**config.mk**
```make
export PLATFORM = sky130hd
export DESIGN_NAME = pixel_mul_flat
export DESIGN_NICKNAME = d
export VERILOG_FILES = /design/src/rtl/pixel_mul_if.sv /design/src/rtl/pixel_mul.sv /design/src/flat_wrapper.sv
export SDC_FILE = /design/constraint.sdc
export NUM_CORES = 1
export LEC_CHECK = 0
export ABC_CLOCK_PERIOD_IN_PS = 28400
export BUFFER_PORTS_ARGS = -buffer_cell sky130_fd_sc_hd__buf_4
export CORE_ASPECT_RATIO = 1.4
export CORE_UTILIZATION = 55
export CTS_CLUSTER_SIZE = 25
export DETAILED_ROUTE_END_ITERATION = 8
export PLACE_DENSITY = 0.81
export SLEW_MARGIN = 20
export SYNTH_ARGS = -nofsm -noshare
export SYNTH_HDL_FRONTEND = slang
export SYNTH_SLANG_ARGS = --single-unit
```
**constraint.sdc**
```tcl
create_clock -name HCLK -period 28.4 [get_ports HCLK]
set_input_delay 2.84 -clock HCLK [delete_from_list [all_inputs] [get_ports HCLK]]
set_output_delay 2.84 -clock HCLK [all_outputs]
set_load 0.01 [all_outputs]
```
**src/rtl/pixel_mul_if.sv**
```systemverilog
// Operand/product bundle for pixel_mul: operands in, combinational and registered products out.
interface pixel_mul_if #(
    parameter int unsigned N = 16
) ();
    logic [N-1:0] a;
    logic [N-1:0] b;
    logic [N-1:0] p;
    logic         ovf;
    logic [N-1:0] p_q;
    logic         ovf_q;

    // Operand source side.
    modport master (
        output a,
        output b,
        input  p,
        input  ovf,
        input  p_q,
        input  ovf_q
    );

    // Multiplier side.
    modport slave (
        input  a,
        input  b,
        output p,
        output ovf,
        output p_q,
        output ovf_q
    );
endinterface

```
**src/rtl/pixel_mul.sv**
```systemverilog
// Unsigned NxN shift-and-add multiplier with a truncated combinational product,
// an overflow flag, and a one-cycle registered copy of both.
module pixel_mul #(
    parameter int unsigned N = 16
) (
    input  logic        HCLK,
    input  logic        HRESETn,
    pixel_mul_if.slave  bus
);
    localparam int unsigned PW = 2 * N;

    logic [PW-1:0] prod;

    // Sum the N partial products (a << i) gated by b[i]; full 2N-bit result.
    always_comb begin
        prod = '0;
        for (int i = 0; i < int'(N); i++) begin
            if (bus.b[i]) begin
                prod = prod + (PW'(bus.a) << i);
            end
        end
    end

    // Truncated product and overflow from the discarded upper half.
    assign bus.p   = prod[N-1:0];
    assign bus.ovf = |prod[PW-1:N];

    // Registered copy for pipelined consumers; async reset clears any captured value.
    always_ff @(posedge HCLK or negedge HRESETn) begin
        if (!HRESETn) begin
            bus.p_q   <= '0;
            bus.ovf_q <= 1'b0;
        end else begin
            bus.p_q   <= bus.p;
            bus.ovf_q <= bus.ovf;
        end
    end
endmodule

```
**src/flat_wrapper.sv**
```systemverilog
// flat-port wrapper written by rule: the top's interface ports become plain ports
module pixel_mul_flat 
#(
    parameter int unsigned N = 16
)
  (HCLK, HRESETn, bus_a, bus_b, bus_p, bus_ovf, bus_p_q, bus_ovf_q);
  pixel_mul_if #(.N(N)) bus_i ();
  input  logic HCLK;
  input  logic HRESETn;
  input wire logic [$bits(bus_i.a)-1:0] bus_a;
  input wire logic [$bits(bus_i.b)-1:0] bus_b;
  output wire logic [$bits(bus_i.p)-1:0] bus_p;
  output wire logic [$bits(bus_i.ovf)-1:0] bus_ovf;
  output wire logic [$bits(bus_i.p_q)-1:0] bus_p_q;
  output wire logic [$bits(bus_i.ovf_q)-1:0] bus_ovf_q;
  assign bus_i.a = bus_a;
  assign bus_i.b = bus_b;
  assign bus_p = bus_i.p;
  assign bus_ovf = bus_i.ovf;
  assign bus_p_q = bus_i.p_q;
  assign bus_ovf_q = bus_i.ovf_q;
  pixel_mul #(.N(N)) u_core (.HCLK(HCLK), .HRESETn(HRESETn), .bus(bus_i));
endmodule
```
# Word level (Yosys, flattened, before mapping)

Index checks and enable logic that the tools add are counted.

Flip-flop bits (word level): 17
Input bits: 34
Output and inout port bits: 34
Word-level logic and storage cells: 34

Add/sub/neg operators: 15
Muxes and demuxes: 16
Reduce and logical (&&, ||, !) cells: 1

Operators with widths:

| operator          | count |
|---|---|
| $mux W32          | 15 |
| $add A32 B17 Y32  | 1 |
| $add A32 B18 Y32  | 1 |
| $add A32 B19 Y32  | 1 |
| $add A32 B20 Y32  | 1 |
| $add A32 B21 Y32  | 1 |
| $add A32 B22 Y32  | 1 |
| $add A32 B23 Y32  | 1 |
| $add A32 B24 Y32  | 1 |
| $add A32 B25 Y32  | 1 |
| $add A32 B26 Y32  | 1 |
| $add A32 B27 Y32  | 1 |
| $add A32 B28 Y32  | 1 |
| $add A32 B29 Y32  | 1 |
| $add A32 B30 Y32  | 1 |
| $add A32 B31 Y32  | 1 |
| $mux W16          | 1 |
| $reduce_or A16 Y1 | 1 |

# Depth between registers and ports, before layout

Depth in word-level cells: 32
Depth in mapped cells: 119
Gate-level depth less buffers: 117

# Least setup slack after synthesis

No wires, ideal clock.

Path type: input to output
Start: in bus_b[0]
End: out bus_ovf
Arrival: 23.704 ns
Data required time: 25.560 ns
Setup slack: 1.856 ns
Stages: 102
Buffers on the path: 2
Cells stage by stage: buf_2 -> clkbuf_1 -> and2_1 -> ha_1 -> fa_1 -> o211ai_1 -> o211ai_1 -> xor2_1 -> nand2_1 -> o21ai_0 -> ha_1 -> o211ai_1 -> o21ai_0 -> a21o_1 -> a21oi_1 -> xor2_1 -> a2111oi_0 -> ha_1 -> [66 not listed] -> nand2_1 -> o21a_1 -> ha_1 -> or2_2 -> a21oi_1 -> o21bai_1 -> nor2_1 -> o311a_1 -> or3_1 -> ha_1 -> a211o_1 -> a21oi_1 -> nand4_1 -> o41ai_1 -> and3_1 -> nand4_1 -> a2111oi_2 -> a21oi_1

Longest elaborated chain between the ends: 32

RTL lines:

| element               | RTL line           | RTL |
|---|---|---|
| start, declared       | flat_wrapper.sv:11 | `input wire logic [$bits(bus_i.b)-1:0] bus_b;` |
| $mux W16 (*)          | pixel_mul.sv:18    | `if (bus.b[i]) begin` |
| $add A32 B17 Y32      | pixel_mul.sv:19    | `prod = prod + (PW'(bus.a) << i);` |
| $mux W32 (*)          | pixel_mul.sv:18    |  |
| $add A32 B18 Y32      | pixel_mul.sv:19    |  |
| $mux W32 (*)          | pixel_mul.sv:18    |  |
| $add A32 B19 Y32      | pixel_mul.sv:19    |  |
| $mux W32 (*)          | pixel_mul.sv:18    |  |
| $add A32 B20 Y32      | pixel_mul.sv:19    |  |
| [16 not listed]       | --                 |  |
| $mux W32 (*)          | pixel_mul.sv:18    |  |
| $add A32 B29 Y32      | pixel_mul.sv:19    |  |
| $mux W32 (*)          | pixel_mul.sv:18    |  |
| $add A32 B30 Y32      | pixel_mul.sv:19    |  |
| $mux W32 (*)          | pixel_mul.sv:18    |  |
| $add A32 B31 Y32      | pixel_mul.sv:19    |  |
| $mux W32 (*)          | pixel_mul.sv:18    |  |
| $reduce_or A16 Y1 (*) | pixel_mul.sv:26    | `assign bus.ovf = \|prod[PW-1:N];` |
| end, declared         | flat_wrapper.sv:13 | `output wire logic [$bits(bus_i.ovf)-1:0] bus_ovf;` |

Mark *: on every way between the ends. The rest lies on a longest branch, timed or not.

# Worst setup path after layout

Start: in bus_a[1]
End: out bus_ovf

Longest elaborated chain between the ends: 32

RTL lines:

| element               | RTL line           | RTL |
|---|---|---|
| start, declared       | flat_wrapper.sv:10 | `input wire logic [$bits(bus_i.a)-1:0] bus_a;` |
| $mux W16              | pixel_mul.sv:18    |  |
| $add A32 B17 Y32      | pixel_mul.sv:19    |  |
| $mux W32              | pixel_mul.sv:18    |  |
| $add A32 B18 Y32      | pixel_mul.sv:19    |  |
| $mux W32              | pixel_mul.sv:18    |  |
| $add A32 B19 Y32      | pixel_mul.sv:19    |  |
| $mux W32              | pixel_mul.sv:18    |  |
| $add A32 B20 Y32      | pixel_mul.sv:19    |  |
| [16 not listed]       | --                 |  |
| $mux W32              | pixel_mul.sv:18    |  |
| $add A32 B29 Y32      | pixel_mul.sv:19    |  |
| $mux W32              | pixel_mul.sv:18    |  |
| $add A32 B30 Y32      | pixel_mul.sv:19    |  |
| $mux W32              | pixel_mul.sv:18    |  |
| $add A32 B31 Y32      | pixel_mul.sv:19    |  |
| $mux W32 (*)          | pixel_mul.sv:18    |  |
| $reduce_or A16 Y1 (*) | pixel_mul.sv:26    |  |

Marks and branches as above.

==> impl_metrics.tcl <==
set metrics [dict create \
    status "finished clean" \
    regArea_sq_um 425 \
    synth_edf_count 0 \
    wl_um 53500 \
    layout-drive-gt1-share_pct 13.9 \
    syn-num-nets 2488 \
    drt_pass1_iterations 5 \
    dpl_worst_slack_ns -0.544 \
    io_pins 68 \
    grt_start_max_net_pins 40 \
    multiInputGateArea_sq_um 15000 \
    cts_tree "built" \
    fillers 2554 \
    wire_per_inst_um 20.5 \
    io_buffers 67 \
    ant_nets 0 \
    crit_buf_inv 5 \
    synthDistinctLibCells 97 \
    slew_headroom_pct 23.5 \
    place.gp.congestion 1.00 \
    slowest_stage "or4_1" \
    syn_area_per_cell_sq_um 7.01 \
    dp_hpwl_um 40100 \
    drv_cap 0 \
    viasPerCell 6.74 \
    synth-seq-cells 17 \
    layout_common_cells "nand2_1 (239), ha_1 (212), nor2_1 (177)" \
    numCtsBuffers 3 \
    cts_sinks 17 \
    rows 72 \
    crit_family "compound AO/OA/AOI/OAI gates" \
    start_util_pct 56.0 \
    fin_crit_sh_pct 96.6 \
    worstSetupStartpointType "input port" \
    synth_cells 2201 \
    mostFrequentLayoutCell "nand2_1" \
    crit_type "input port to output port" \
    cp_common_cell "a21oi_2" \
    cts.htree.levels 1 \
    slowest_delay_ns 0.49 \
    period_needed_ns 27.44 \
    hold_path_class "input port to asynchronous set/reset pin" \
    startpoint "bus_a[1]" \
    synth_top_area_share_pct 19.3 \
    yosysSeqAreaShare_pct 2.76 \
    yosys.area.top_type "ha_1" \
    dr.first_iter.drc_count 1396 \
    synthArstFlopShare_pct 100 \
    grt_pass1_wl_um 82900 \
    synth_warnings 0 \
    cp.required_ns 25.56 \
    drcViolationCount 0 \
    die-area_sq_um 28700 \
    path_clk_slew_ns 0.07 \
    hold_viol 0 \
    fin_nets 2528 \
    worstPathMaxFanout 19 \
    antenna_found_initial 0 \
    finalMaxSlewViolations 0 \
    die_w_um 144 \
    vias 17600 \
    worstMarginPinSlew_ns 1.14 \
    post-route-worst-setup-slack_ns 0.964 \
    dieHeight_um 200 \
    clock-root-buffer "clkbuf_16" \
    finalSetupViolations 0 \
    synth_ff_type "dfrtp_1" \
    worst_setup_path_end_kind "output port" \
    coreArea_sq_um 27600 \
    worstPathArrival_ns 24.60 \
    postCtsHoldBufs 0 \
    synth_area_sq_um 15400 \
    fmax_mhz 36.4 \
    synthTopCellsByArea "ha_1 (19%), nand2_1 (5.9%), a21oi_1 (5.5%), xnor2_1 (5.2%), nor2_1 (4.4%)" \
    overflow 0 \
    clockBufferDepth 2 \
    syn_to_final_growth_pct 11.2 \
    grt_usage_pct 35.8 \
    grt_pass1_vias 16700 \
    n_antenna_cell 0 \
]
-- synth_stat cells (all sizes together), types with 11 or more instances --
cell type	n
mux2	52
o31a	11
nand2	241
dfrtp	17
nor2	180
a221o	13
o21a	66
o211ai	34
a22oi	14
a31o	11
a211oi	51
clkbuf	56
nor2b	32
o21ai	166
o31ai	18
or2	12
ha	238
nor3	51
xnor2	91
a21oi	171
xor2	54
buf	11
a21o	86
and2	23
mux2i	19
nand2b	39
o21bai	14
nor4	11
a2111oi	12
fa	15
a31oi	30
and3	26
nand4	12
nand3	44
or3	15
inv	110
-- final cells by class --
cell class                 count  area share (%)
clock buffer                   3           0.437
clock inverter                 1          0.0292
inverter                     110            2.41
multi-input combinational   2007            87.4
sequential                    17            2.48
tap                          370            2.70
timing repair buffer         102            4.51
-- metrics by stage --
step | instance area (sq um) | TNS (ns) | util (%) | hold WS (ns) | cells
2_1_floorplan | 15400 | 0 | - | 2.54 | 2201
3_3_place_gp | 16200 | 0 | 58.8 | 2.73 | 2580
3_5_place_dp | 16200 | -0.544 | 58.8 | 2.73 | 2580
4_1_cts | 16300 | 0 | 59.2 | 2.45 | 2585
5_1_grt | 17200 | -0.218 | 62.3 | 2.47 | 2610
6_report | 17200 | 0 | 62.3 | 2.46 | 2610
-- state kept, by name, indices dropped and copies added, names as in the netlist --
| register | cells |
|---|---|
| u_core.bus.ovf_q | 1 |
| u_core.bus.p_q | 16 |
-- final timing paths --
check                      cells past startpoint                            to  slack [ns]
min in group HCLK                              3  u_core.bus.p_q[15]$_DFF_PN0_        2.92
max                                          107                       bus_ovf        0.96
min                                            1  u_core.bus.p_q[12]$_DFF_PN0_        2.46
max in group asynchronous                      1   u_core.bus.p_q[5]$_DFF_PN0_       25.71
-- cells by family after synthesis --
logic type	share of synthesized area [%]
AOI/OAI and AO/OA	36.4
and+or+nand+nor	22.0
adders and majority gates	21.2
buffers and inverters	4.35
xor gates and xnor gates	8.23
muxes	5.05
DFF	2.76
-- repair_timing --
action,4_1_cts,5_1_grt
setup buffers,1,25
resized for setup,8,140
hold endpoints to repair,0,0
setup endpoints to repair,1,1
pin swaps,1,38
-- routing by layer --
metal | part of all wire, % | track usage (%) | vias up
met5 | 0 | 0 | -
met4 | 8.1 | 27.5 | 0
met3 | 6.3 | 4.23 | 273
met2 | 48 | 60.9 | 744
met1 | 38 | 40.0 | 8214
li1 | - | - | 8361
Power is not shown: default switching activity piles up to over one toggle a cycle in this logic, so the estimate is an artifact.
